===== config.mk =====
export PLATFORM = sky130hd
export DESIGN_NAME = lsu_arbiter
export DESIGN_NICKNAME = d
export VERILOG_FILES = /design/src/rtl/lsu_pkg.sv /design/src/rtl/lsu_arbiter_rr_arb2.sv /design/src/rtl/lsu_arbiter.sv
export SDC_FILE = /design/constraint.sdc
export NUM_CORES = 1
export LEC_CHECK = 0
export ABC_AREA = 1
export BUFFER_PORTS_ARGS = -buffer_cell sky130_fd_sc_hd__buf_4
export CORE_AREA = 2 2 107 109
export CTS_CLUSTER_SIZE = 10
export DETAILED_ROUTE_END_ITERATION = 10
export DIE_AREA = 0 0 109 111
export PLACE_DENSITY = 0.8
export SLEW_MARGIN = 20
export SYNTH_ARGS = -nofsm -noshare
export SYNTH_HDL_FRONTEND = slang
export SYNTH_SLANG_ARGS = --single-unit
export TNS_END_PERCENT = 30

===== constraint.sdc =====
create_clock -name i_clk -period 4.2 [get_ports i_clk]
set_input_delay 0.42 -clock i_clk [delete_from_list [all_inputs] [get_ports i_clk]]
set_output_delay 0.42 -clock i_clk [all_outputs]
set_load 0.1 [all_outputs]

===== src/rtl/lsu_pkg.sv =====
// lsu_pkg: shared encodings, FSM states and the alignment rule for the LSU arbiter.
package lsu_pkg;
   localparam logic [1:0] SEL_BYTE  = 2'b00;
   localparam logic [1:0] SEL_HWORD = 2'b01;
   localparam logic [1:0] SEL_WORD  = 2'b10;
   localparam logic [2:0] SEL_RESET = {1'b0, SEL_WORD};
   localparam logic REQ_CORE = 1'b0;
   localparam logic REQ_DMA  = 1'b1;

   typedef enum logic [2:0] {IDLE, CMD, WAIT, RESP, ERR} arb_state_e;

   function automatic logic misaligned(input logic [2:0] sel, input logic [1:0] addr_lo);
      return (sel[1:0] == SEL_WORD && addr_lo != 2'b00) || (sel[1:0] == SEL_HWORD && addr_lo[0]);
   endfunction
endpackage


===== src/rtl/lsu_arbiter_rr_arb2.sv =====
// rr_arb2: two-way round-robin picker; a tie goes to whoever did not win last.
module rr_arb2 (
   input  logic [1:0] i_req,
   input  logic       i_last,
   output logic       o_winner,
   output logic       o_valid
);
   assign o_valid  = |i_req;
   assign o_winner = &i_req ? ~i_last : i_req[1];
endmodule


===== src/rtl/lsu_arbiter.sv =====
// lsu_arbiter: shares the single LSU port between core and DMA, one transaction at a time.
module lsu_arbiter
   import lsu_pkg::*;
#(
   parameter int RD_LATENCY = 1,
   parameter int ADDR_W     = 32
) (
   input  logic              i_clk,
   input  logic              i_rst_n,
   input  logic [1:0]        i_req,
   input  logic [ADDR_W-1:0] i_addr0,
   input  logic [ADDR_W-1:0] i_addr1,
   input  logic [31:0]       i_wdata0,
   input  logic [31:0]       i_wdata1,
   input  logic              i_wren0,
   input  logic              i_wren1,
   input  logic [2:0]        i_sel_mod0,
   input  logic [2:0]        i_sel_mod1,
   output logic [1:0]        o_gnt,
   output logic [1:0]        o_rvalid,
   output logic [31:0]       o_rdata,
   output logic              o_err,
   output logic [ADDR_W-1:0] o_lsu_addr,
   output logic [31:0]       o_lsu_st_data,
   output logic              o_lsu_wren,
   output logic [2:0]        o_lsu_sel_mod,
   input  logic [31:0]       i_lsu_ld_data
);
   arb_state_e        state_q, state_d;
   logic              last_q, id_q, wren_q, win, win_valid, capture;
   logic [ADDR_W-1:0] addr_q, w_addr;
   logic [31:0]       wdata_q, rdata_q;
   logic [2:0]        sel_q, w_sel;
   logic [1:0]        cnt_q;

   rr_arb2 u_arb (.i_req(i_req), .i_last(last_q), .o_winner(win), .o_valid(win_valid));

   assign w_addr = win ? i_addr1 : i_addr0;
   assign w_sel  = win ? i_sel_mod1 : i_sel_mod0;

   always_comb begin
      state_d = state_q;
      capture = 1'b0;
      case (state_q)
         IDLE: state_d = !win_valid ? IDLE : misaligned(w_sel, w_addr[1:0]) ? ERR : CMD;
         CMD: begin
            capture = (RD_LATENCY == 0);
            state_d = capture ? RESP : WAIT;
         end
         WAIT: begin
            capture = (cnt_q == 2'd0);
            state_d = capture ? RESP : WAIT;
         end
         default: state_d = IDLE;
      endcase
   end

   assign o_gnt         = (state_q == IDLE && win_valid) ? (win == REQ_DMA ? 2'b10 : 2'b01) : 2'b00;
   assign o_rvalid      = (state_q == RESP || state_q == ERR) ? (id_q == REQ_DMA ? 2'b10 : 2'b01) : 2'b00;
   assign o_err         = (state_q == ERR);
   assign o_rdata       = (state_q == RESP && !wren_q) ? rdata_q : 32'd0;
   assign o_lsu_addr    = addr_q;
   assign o_lsu_st_data = wdata_q;
   assign o_lsu_sel_mod = sel_q;
   assign o_lsu_wren    = (state_q == CMD) && wren_q;

   always_ff @(posedge i_clk or negedge i_rst_n) begin
      if (!i_rst_n) begin
         state_q <= IDLE;
         last_q  <= REQ_DMA;
         id_q    <= REQ_CORE;
         wren_q  <= 1'b0;
         addr_q  <= '0;
         wdata_q <= '0;
         sel_q   <= SEL_RESET;
         cnt_q   <= 2'd0;
         rdata_q <= '0;
      end else begin
         state_q <= state_d;
         if (o_gnt != 2'b00) begin
            last_q  <= win;
            id_q    <= win;
            wren_q  <= win ? i_wren1 : i_wren0;
            addr_q  <= w_addr;
            wdata_q <= win ? i_wdata1 : i_wdata0;
            sel_q   <= w_sel;
         end
         // CMD counts as the first latency cycle, so WAIT runs RD_LATENCY cycles
         if (state_q == CMD) cnt_q <= 2'(RD_LATENCY - 1);
         else if (state_q == WAIT) cnt_q <= cnt_q - 2'd1;
         if (capture) rdata_q <= i_lsu_ld_data;
      end
   end
endmodule


# After elaboration in Yosys (flattened, before gate mapping)
# Cells that the tools add are included.
word_totals:
  regBits: 107
op_classes:
  n_mux: 17
  addsub: 1
  n_reduce_logical: 15
  n_eq_ne: 6
  bitwise_logic: 1
ops:
  columns: ["operator", "count"]
  rows:
  - ["$mux 32", 3]
  - ["$mux 2", 6]
  - ["$mux 3", 3]
  - ["$pmux 3 s3", 1]
  - ["$eq 3x2->1 const B", 2]
  - ["$reduce_bool 2->1", 3]
  - ["$logic_and 1x1->1", 5]
  - ["$mux 1", 4]
  - ["$eq 3x1->1 const B", 1]
  - ["$eq 3x3->1 const B", 1]
  - ["$logic_not 3->1", 1]
  - ["$eq 2x1->1 const B", 1]
  - ["$eq 2x2->1 const B", 1]
  - ["$logic_not 2->1", 1]
  - ["$logic_or 1x1->1", 2]
  - ["$reduce_and 2->1", 1]
  - ["$reduce_or 2->1", 1]
  - ["$sub 2x1->2 const B", 1]
  - ["$logic_not 1->1", 1]
  - ["$not 1->1", 1]

# Depth between registers and ports, before layout
# Gate-level depths: netlist (run 1).
logic_depth:
  ltp_word: 9
  depth_mapped: 9

# By module
# Synthesis (run 1) repeated with hierarchy kept, for this count alone.
hier_totals:
  cells_unflattened: 597
  hier_area_um2: 4820.9
by_module_without_submodules:
  columns: ["mod", "area_each_um2", "seq_area_each_um2", "cells_per_inst", "instances"]
  rows:
  - ["lsu_arbiter", 4805.9, 2680.1, 594, 1]
  - ["rr_arb2", 15.0, 0.0, 3, 1]

# Worst setup path after synthesis (run 1)
# No wires, ideal clock.
synth_timing:
  path_type: "register to output"
  start: "register state_q[2]"
  end: "output o_rdata[10]"
  required_time_ps: 3780
  arrival_ps: 2160
  setup_slack_ps: 1620
  stages_incl_launch_ff: 5
  cell_sequence: "dfrtp_1 > nor2_1 > nand3_1 > clkbuf_1 > nor2_1"
synth_via:
  elab_chain_cells: 3
synth_lines:
  columns: ["item", "line", "text"]
  rows:
  - ["from (decl)", "lsu_arbiter.sv:29", "arb_state_e state_q, state_d;"]
  - ["from (signal assigned)", "lsu_arbiter.sv:79", "state_q <= state_d;"]
  - ["$eq 3x2->1", "lsu_arbiter.sv:61", "assign o_rdata = (state_q == RESP && !wren_q) ? rdata_q : 32'd0;"]
  - ["$logic_and 1x1->1", "lsu_arbiter.sv:61", null]
  - ["$mux 32", "lsu_arbiter.sv:61", null]
  - ["to (decl)", "lsu_arbiter.sv:21", "output logic [31:0] o_rdata,"]
# No other way between the ends.

# Worst setup path in the final report (run 1)
layout_timing:
  start: "register last_q"
  end: "output o_gnt[0]"
layout_via:
  elab_chain_cells: 4
layout_lines:
  columns: ["item", "line", "text"]
  rows:
  - ["from (decl)", "lsu_arbiter.sv:30", "logic last_q, id_q, wren_q, win, win_valid, capture;"]
  - ["from (signal assigned)", "lsu_arbiter.sv:81", "last_q <= win;"]
  - ["$not 1->1", "lsu_arbiter_rr_arb2.sv:9", "assign o_winner = &i_req ? ~i_last : i_req[1];"]
  - ["$mux 1", "lsu_arbiter_rr_arb2.sv:9", null]
  - ["$mux 2 (2 in series)", "lsu_arbiter.sv:58", "assign o_gnt = (state_q == IDLE && win_valid) ? (win == REQ_DMA ? 2'b10 : 2'b01) : 2'b00;"]
  - ["to (decl)", "lsu_arbiter.sv:19", "output logic [1:0] o_gnt,"]
# No other way between the ends.

==> impl_metrics.toml, run 1 <==
[status]
outcome = "completed"

[floorplanning]
core_sq_um = 11080
fp.dieW_microns = 109
dieArea_sq_um = 12100
start_util = 0.4275
io_pins = 277
num_rows = 39
die-height_microns = 111

[finish]
nets = 1028
mostFrequentLayoutCell = "buf_4"
num_antenna_cells = 0
area_growth_pct = 51.02
stdcell_count = 1002
drive_gt1_frac = 0.3551
final_cell_mix = "buf_4 (279), nand2_1 (219), dfrtp_1 (105)"

[synth]
synth-seq-area-share = 0.5659
ys_types = 20
synth_cells = 595
ys_warn_count = 0
synth_top_area_share = 0.5548
synth_top_area_cell = "dfrtp_1"
synth.area.top_cells = "dfrtp_1 (55%), nand2_1 (17%), nand3_1 (7.6%)"
syn_avg_cell_area_sq_um = 7.959
synth.net_count = 768
synth_area_sq_um = 4736
ys_ff_latch = 107

[global_routing]
grt_util_met1 = 0.2991
grt_max_degree = 80
grtUsageTotal = 0.2266
grt_pass1_vias = 4362
use_met3 = 0.05938
antenna_found_initial = 0
grt_util_met2 = 0.3619
grt_pass1_wl_microns = 21490
gr-total-overflow = 0
top_usage_layer = "met2"

[cts]
cts-htree-levels = 3
cts.reportedPaths.clkPinSlew_ns = 0.07
postCtsSetupBuffers = 0
cts_tree = "built"
clock_path_buffers = 2
cts-resized-gates = 0
cts_buffers = 9
insertion_delay_ns = 0.34
cts_sinks = 107
ctsHoldBuffers = 0
cts-root-buf = "clkbuf_16"

[sta]
rsz0062_at_grt = "no"
tightest_slew_ns = 0.7606
min_period_over_period = 0.6286
max_freq_mhz = 378.8
hold_violations = 0
maxSlewHeadroom = 0.4929
setup_ws_ns = 1.560
maxSlewViolCount = 0
period_needed_ns = 2.640
clock_skew_ns = 0.004175
setup_tns_ns = 0
final-setup-viol-count = 0

[placement]
dp.cells = 987
dp_slack_ns = 1.632
hpwl_microns = 9945
io_buffer_count = 276
gp_congestion = 0.7933

[routing]
drt_first_pass_iters = 5
vias = 4775
postRouteAntennaNets = 0
wirelength_microns = 13910
route.detailed.drc = 0
first_iter_violations = 244
viasPerCell = 4.765
wl_per_cell_microns = 13.88

[critical_path]
crit_type = "reg -> out"
critPathMaxFanout = 25
critPathArrivalTime_ns = 2.22
r2r-end = "wren_q$_DFFE_PN0P_"
worstSetupStartpointType = "flip-flop"
regToRegSetupSlack_ns = 1.91
cp-end-kind = "primary output"
crit_required_ns = 3.78
reg2reg_depth = 7
r2r_start = "last_q$_DFFE_PN1P_"

[job]
cap_violations = 0

[min_path]
hold_path_class = "in -> async"
[logic make-up (layout without fill, tap and decap cells)]
family          count (synthesis)  in the layout  share of synthesized area
compound gates                 42             42                    0.04518
fa+ha+maj                       1              1                   0.002642
buf+inv                        76            340                    0.07160
simple gates                  369            369                     0.3147
flops                         107            107                     0.5659
[state kept, by name, summed over array words and instances (netlist names)]
name	cells
o_lsu_addr	32
cnt_q	2
state_q	3
rdata_q	32
last_q	1
wren_q	1
id_q	1
o_lsu_st_data	32
o_lsu_sel_mod	3
[final cells by class]
class	count	area [sq um]
Tap cell	143	178.9
Clock buffer	11	252.7
Timing Repair Buffer	280	2106
Sequential cell	107	2680
Inverter	45	168.9
Fill cell	977	3925
Clock inverter	4	26.28
Multi-Input combinational cell	412	1739
[worst max-delay path: stages (launching register included)]
cell,delay [ns]
dfstp_2,0.53
nand2_1,0.13
nand2_1,0.20
inv_2,0.08
nor2_4,0.52
buf_4,0.41
[metrics by stage]
stage	instance area, sq um	hold WS, ns	utilization
3_3_place_gp	6857	0.4610	0.6190
5_1_grt	7152	0.1760	0.6457
4_1_cts	7136	0.2704	0.6442
2_1_floorplan	4736	0.1244	-
6_report	7152	0.09965	0.6457
3_5_place_dp	6857	0.4563	0.6190
[cell usage after synthesis]
| cell type | n |
|---|---|
| inv_1 | 42 |
| nand3_1 | 72 |
| ha_1 | 1 |
| buf_1 | 5 |
| nand3b_1 | 2 |
| dfrtp_1 | 105 |
| a21oi_1 | 33 |
| o22ai_1 | 1 |
| o21ai_0 | 7 |
| buf_2 | 7 |
| nor2_1 | 73 |
| nand2_2 | 1 |
| nand2_1 | 219 |
| nor2_2 | 2 |
| buf_6 | 4 |
| inv_2 | 3 |
| dfstp_2 | 2 |
| o211ai_1 | 1 |
| buf_4 | 4 |
| clkbuf_1 | 11 |
[worst max-delay path by stage]
stage | startpoint | end | slack (ns) | cells after the start
floorplan | state_q[2]$_DFF_PN0_ | o_rdata[10] | 1.62 | 4
global placement | state_q[1]$_DFF_PN0_ | o_rdata[19] | 1.78 | 5
detailed placement | state_q[1]$_DFF_PN0_ | o_rdata[9] | 1.63 | 5
CTS | state_q[1]$_DFF_PN0_ | o_rdata[9] | 1.25 | 5
global route | state_q[1]$_DFF_PN0_ | o_rdata[9] | 1.36 | 5
finish | last_q$_DFFE_PN1P_ | o_gnt[0] | 1.56 | 5
[routing by layer]
layer,share of wire,wire [microns]
met1,0.41,5729
met2,0.48,6660
met3,0.083,1157
met4,0.026,359
met5,0,0
Power of run 1 is not shown: default switching activity piles up to over one toggle a cycle in this logic, so the estimate is an artifact.
==> run 2: changes to the inputs <==
clock period = 2.6 ns   (was 4.2 ns; I/O delays follow)
==> run 2 against run 1 <==
Net effect:
- design area rose by 0.96%
- final cell count grew 0.60%
- clock skew increased by 0.00096 ns
- non-clock buffer count rose by 5
- flip-flop and latch count did not move
- hold slack better by 0.027 ns
- worst setup slack worse by 1.1 ns
- global-route usage is 1.0 points higher
- first-iteration DRC count increased by 17%
- core utilization up 0.62 points
- sequential share of layout area fell by 0.36 points
- register-to-register slack lost 1.3 ns
- largest cell class unchanged
==> impl_metrics.toml, run 2 (synthesis results as in run 1) <==
[status]
outcome = "completed"

[routing]
route.detailed.drc = 0
drt_first_pass_iters = 6
vias = 4819
postRouteAntennaNets = 0
first_iter_violations = 286
wirelength_microns = 14190
viasPerCell = 4.781
wl_per_cell_microns = 14.08

[critical_path]
crit_required_ns = 2.34
cp-end-kind = "primary output"
critical_path.cell_chain = "nor2_1 > nand2_1 > nor2_2 > nand2_1 > inv_2 > buf_4"
reg2reg_depth = 7
regToRegSetupSlack_ns = 0.63
r2r_start = "last_q$_DFFE_PN1P_"
critPathArrivalTime_ns = 1.93
r2r-end = "o_lsu_st_data[30]$_DFFE_PN0P_"
path_common_cell = "nand2_1"
cp_slowest_stage_delay_ns = 0.40
worstSetupStartpointType = "flip-flop"
worst_path_max_delay_cell = "dfrtp_1"
critPathMaxFanout = 20
crit_type = "reg -> out"

[cts]
clock_path_buffers = 2
cts_tree = "built"
insertion_delay_ns = 0.33
cts.reportedPaths.clkPinSlew_ns = 0.07
cts_sinks = 107
cts_buffers = 9
cts-htree-levels = 3
cts-root-buf = "clkbuf_16"

[floorplanning]
dieArea_sq_um = 12100
start_util = 0.4275
core_sq_um = 11080
io_pins = 277
num_rows = 39
die-height_microns = 111
fp.dieW_microns = 109

[global_routing]
grt_pass1_vias = 4780
grt_max_degree = 73
antenna_found_initial = 0
grt_pass1_wl_microns = 22550
grtUsageTotal = 0.2367
gr-total-overflow = 0

[min_path]
hold_path_depth = 3
min_to = "o_lsu_addr[28]$_DFFE_PN0P_"
min_from = "i_addr1[28]"
hold_path_class = "in -> reg"

[finish]
drive_gt1_frac = 0.3538
final_cell_mix = "buf_4 (282), nand2_1 (219), dfrtp_1 (105)"
area_growth_pct = 52.47
nets = 1033
num_antenna_cells = 0
mostFrequentLayoutCell = "buf_4"

[job]
cap_violations = 0

[sta]
maxSlewViolCount = 0
tightest_slew_ns = 0.7659
setup_ws_ns = 0.4119
period_needed_ns = 2.188
setup_tns_ns = 0
final-setup-viol-count = 0
min_period_over_period = 0.8416
maxSlewHeadroom = 0.4894
rsz0062_at_grt = "no"
clock_skew_ns = 0.005130
max_freq_mhz = 457.0
hold_violations = 0

[placement]
gp_congestion = 0.8562
io_buffer_count = 276
hpwl_microns = 10420
dp_slack_ns = 0.6744
==> run 2: worst max-delay path by stage <==
stage / slack, ns / to / startpoint
2_1_floorplan: 0.18 / o_rdata[10] / state_q[2]$_DFF_PN0_
3_3_place_gp: 0.75 / o_lsu_addr[27]$_DFFE_PN0P_ / last_q$_DFFE_PN1P_
3_5_place_dp: 0.67 / o_lsu_st_data[30]$_DFFE_PN0P_ / last_q$_DFFE_PN1P_
4_1_cts: 0.37 / o_gnt[1] / state_q[0]$_DFF_PN0_
5_1_grt: 0.22 / o_gnt[1] / state_q[0]$_DFF_PN0_
6_report: 0.41 / o_gnt[1] / state_q[0]$_DFF_PN0_
==> run 2: metal layers <==
layer	GRT usage	vias to the layer above	wire length (microns)
li1	-	2372	-
met4	0.1111	0	499
met5	0	-	0
met2	0.3867	182	6909
met3	0.06349	39	1215
met1	0.2878	2226	5568
==> run 2: area by class of cell <==
| cell class | instances | area, sq um |
|---|---|---|
| Clock buffer | 14 | 264.0 |
| Clock inverter | 2 | 35.03 |
| Fill cell | 1011 | 3856 |
| Inverter | 45 | 168.9 |
| Multi-Input combinational cell | 412 | 1727 |
| Sequential cell | 107 | 2680 |
| Tap cell | 143 | 178.9 |
| Timing Repair Buffer | 285 | 2167 |
==> run 2: stage by stage <==
| stage | util | cell area (sq um) | cells | hold WS, ns |
|---|---|---|---|---|
| after detailed placement | 0.6240 | 6912 | 991 | 0.2700 |
| after floorplan | - | 4736 | 595 | -0.03559 |
| after CTS | 0.6519 | 7221 | 1008 | 0.1139 |
| after global routing | 0.6519 | 7221 | 1008 | 0.1269 |
| after global placement | 0.6240 | 6912 | 991 | 0.2722 |
| final | 0.6519 | 7221 | 1008 | 0.1268 |
==> run 2: what timing repair did <==
item	4_1_cts	5_1_grt
buffers inserted	0	0
hold endpoints to repair	37	0
hold buffers	1	0
gates resized for setup	0	0
==> run 2: critical path: cells and delay by family, from the launching register on <==
family                 cells  cell delay, ns
buffers and inverters      2            0.68
and+or+nand+nor            4            0.51
DFF                        1            0.40
Power of run 2 is left out for the same reason.
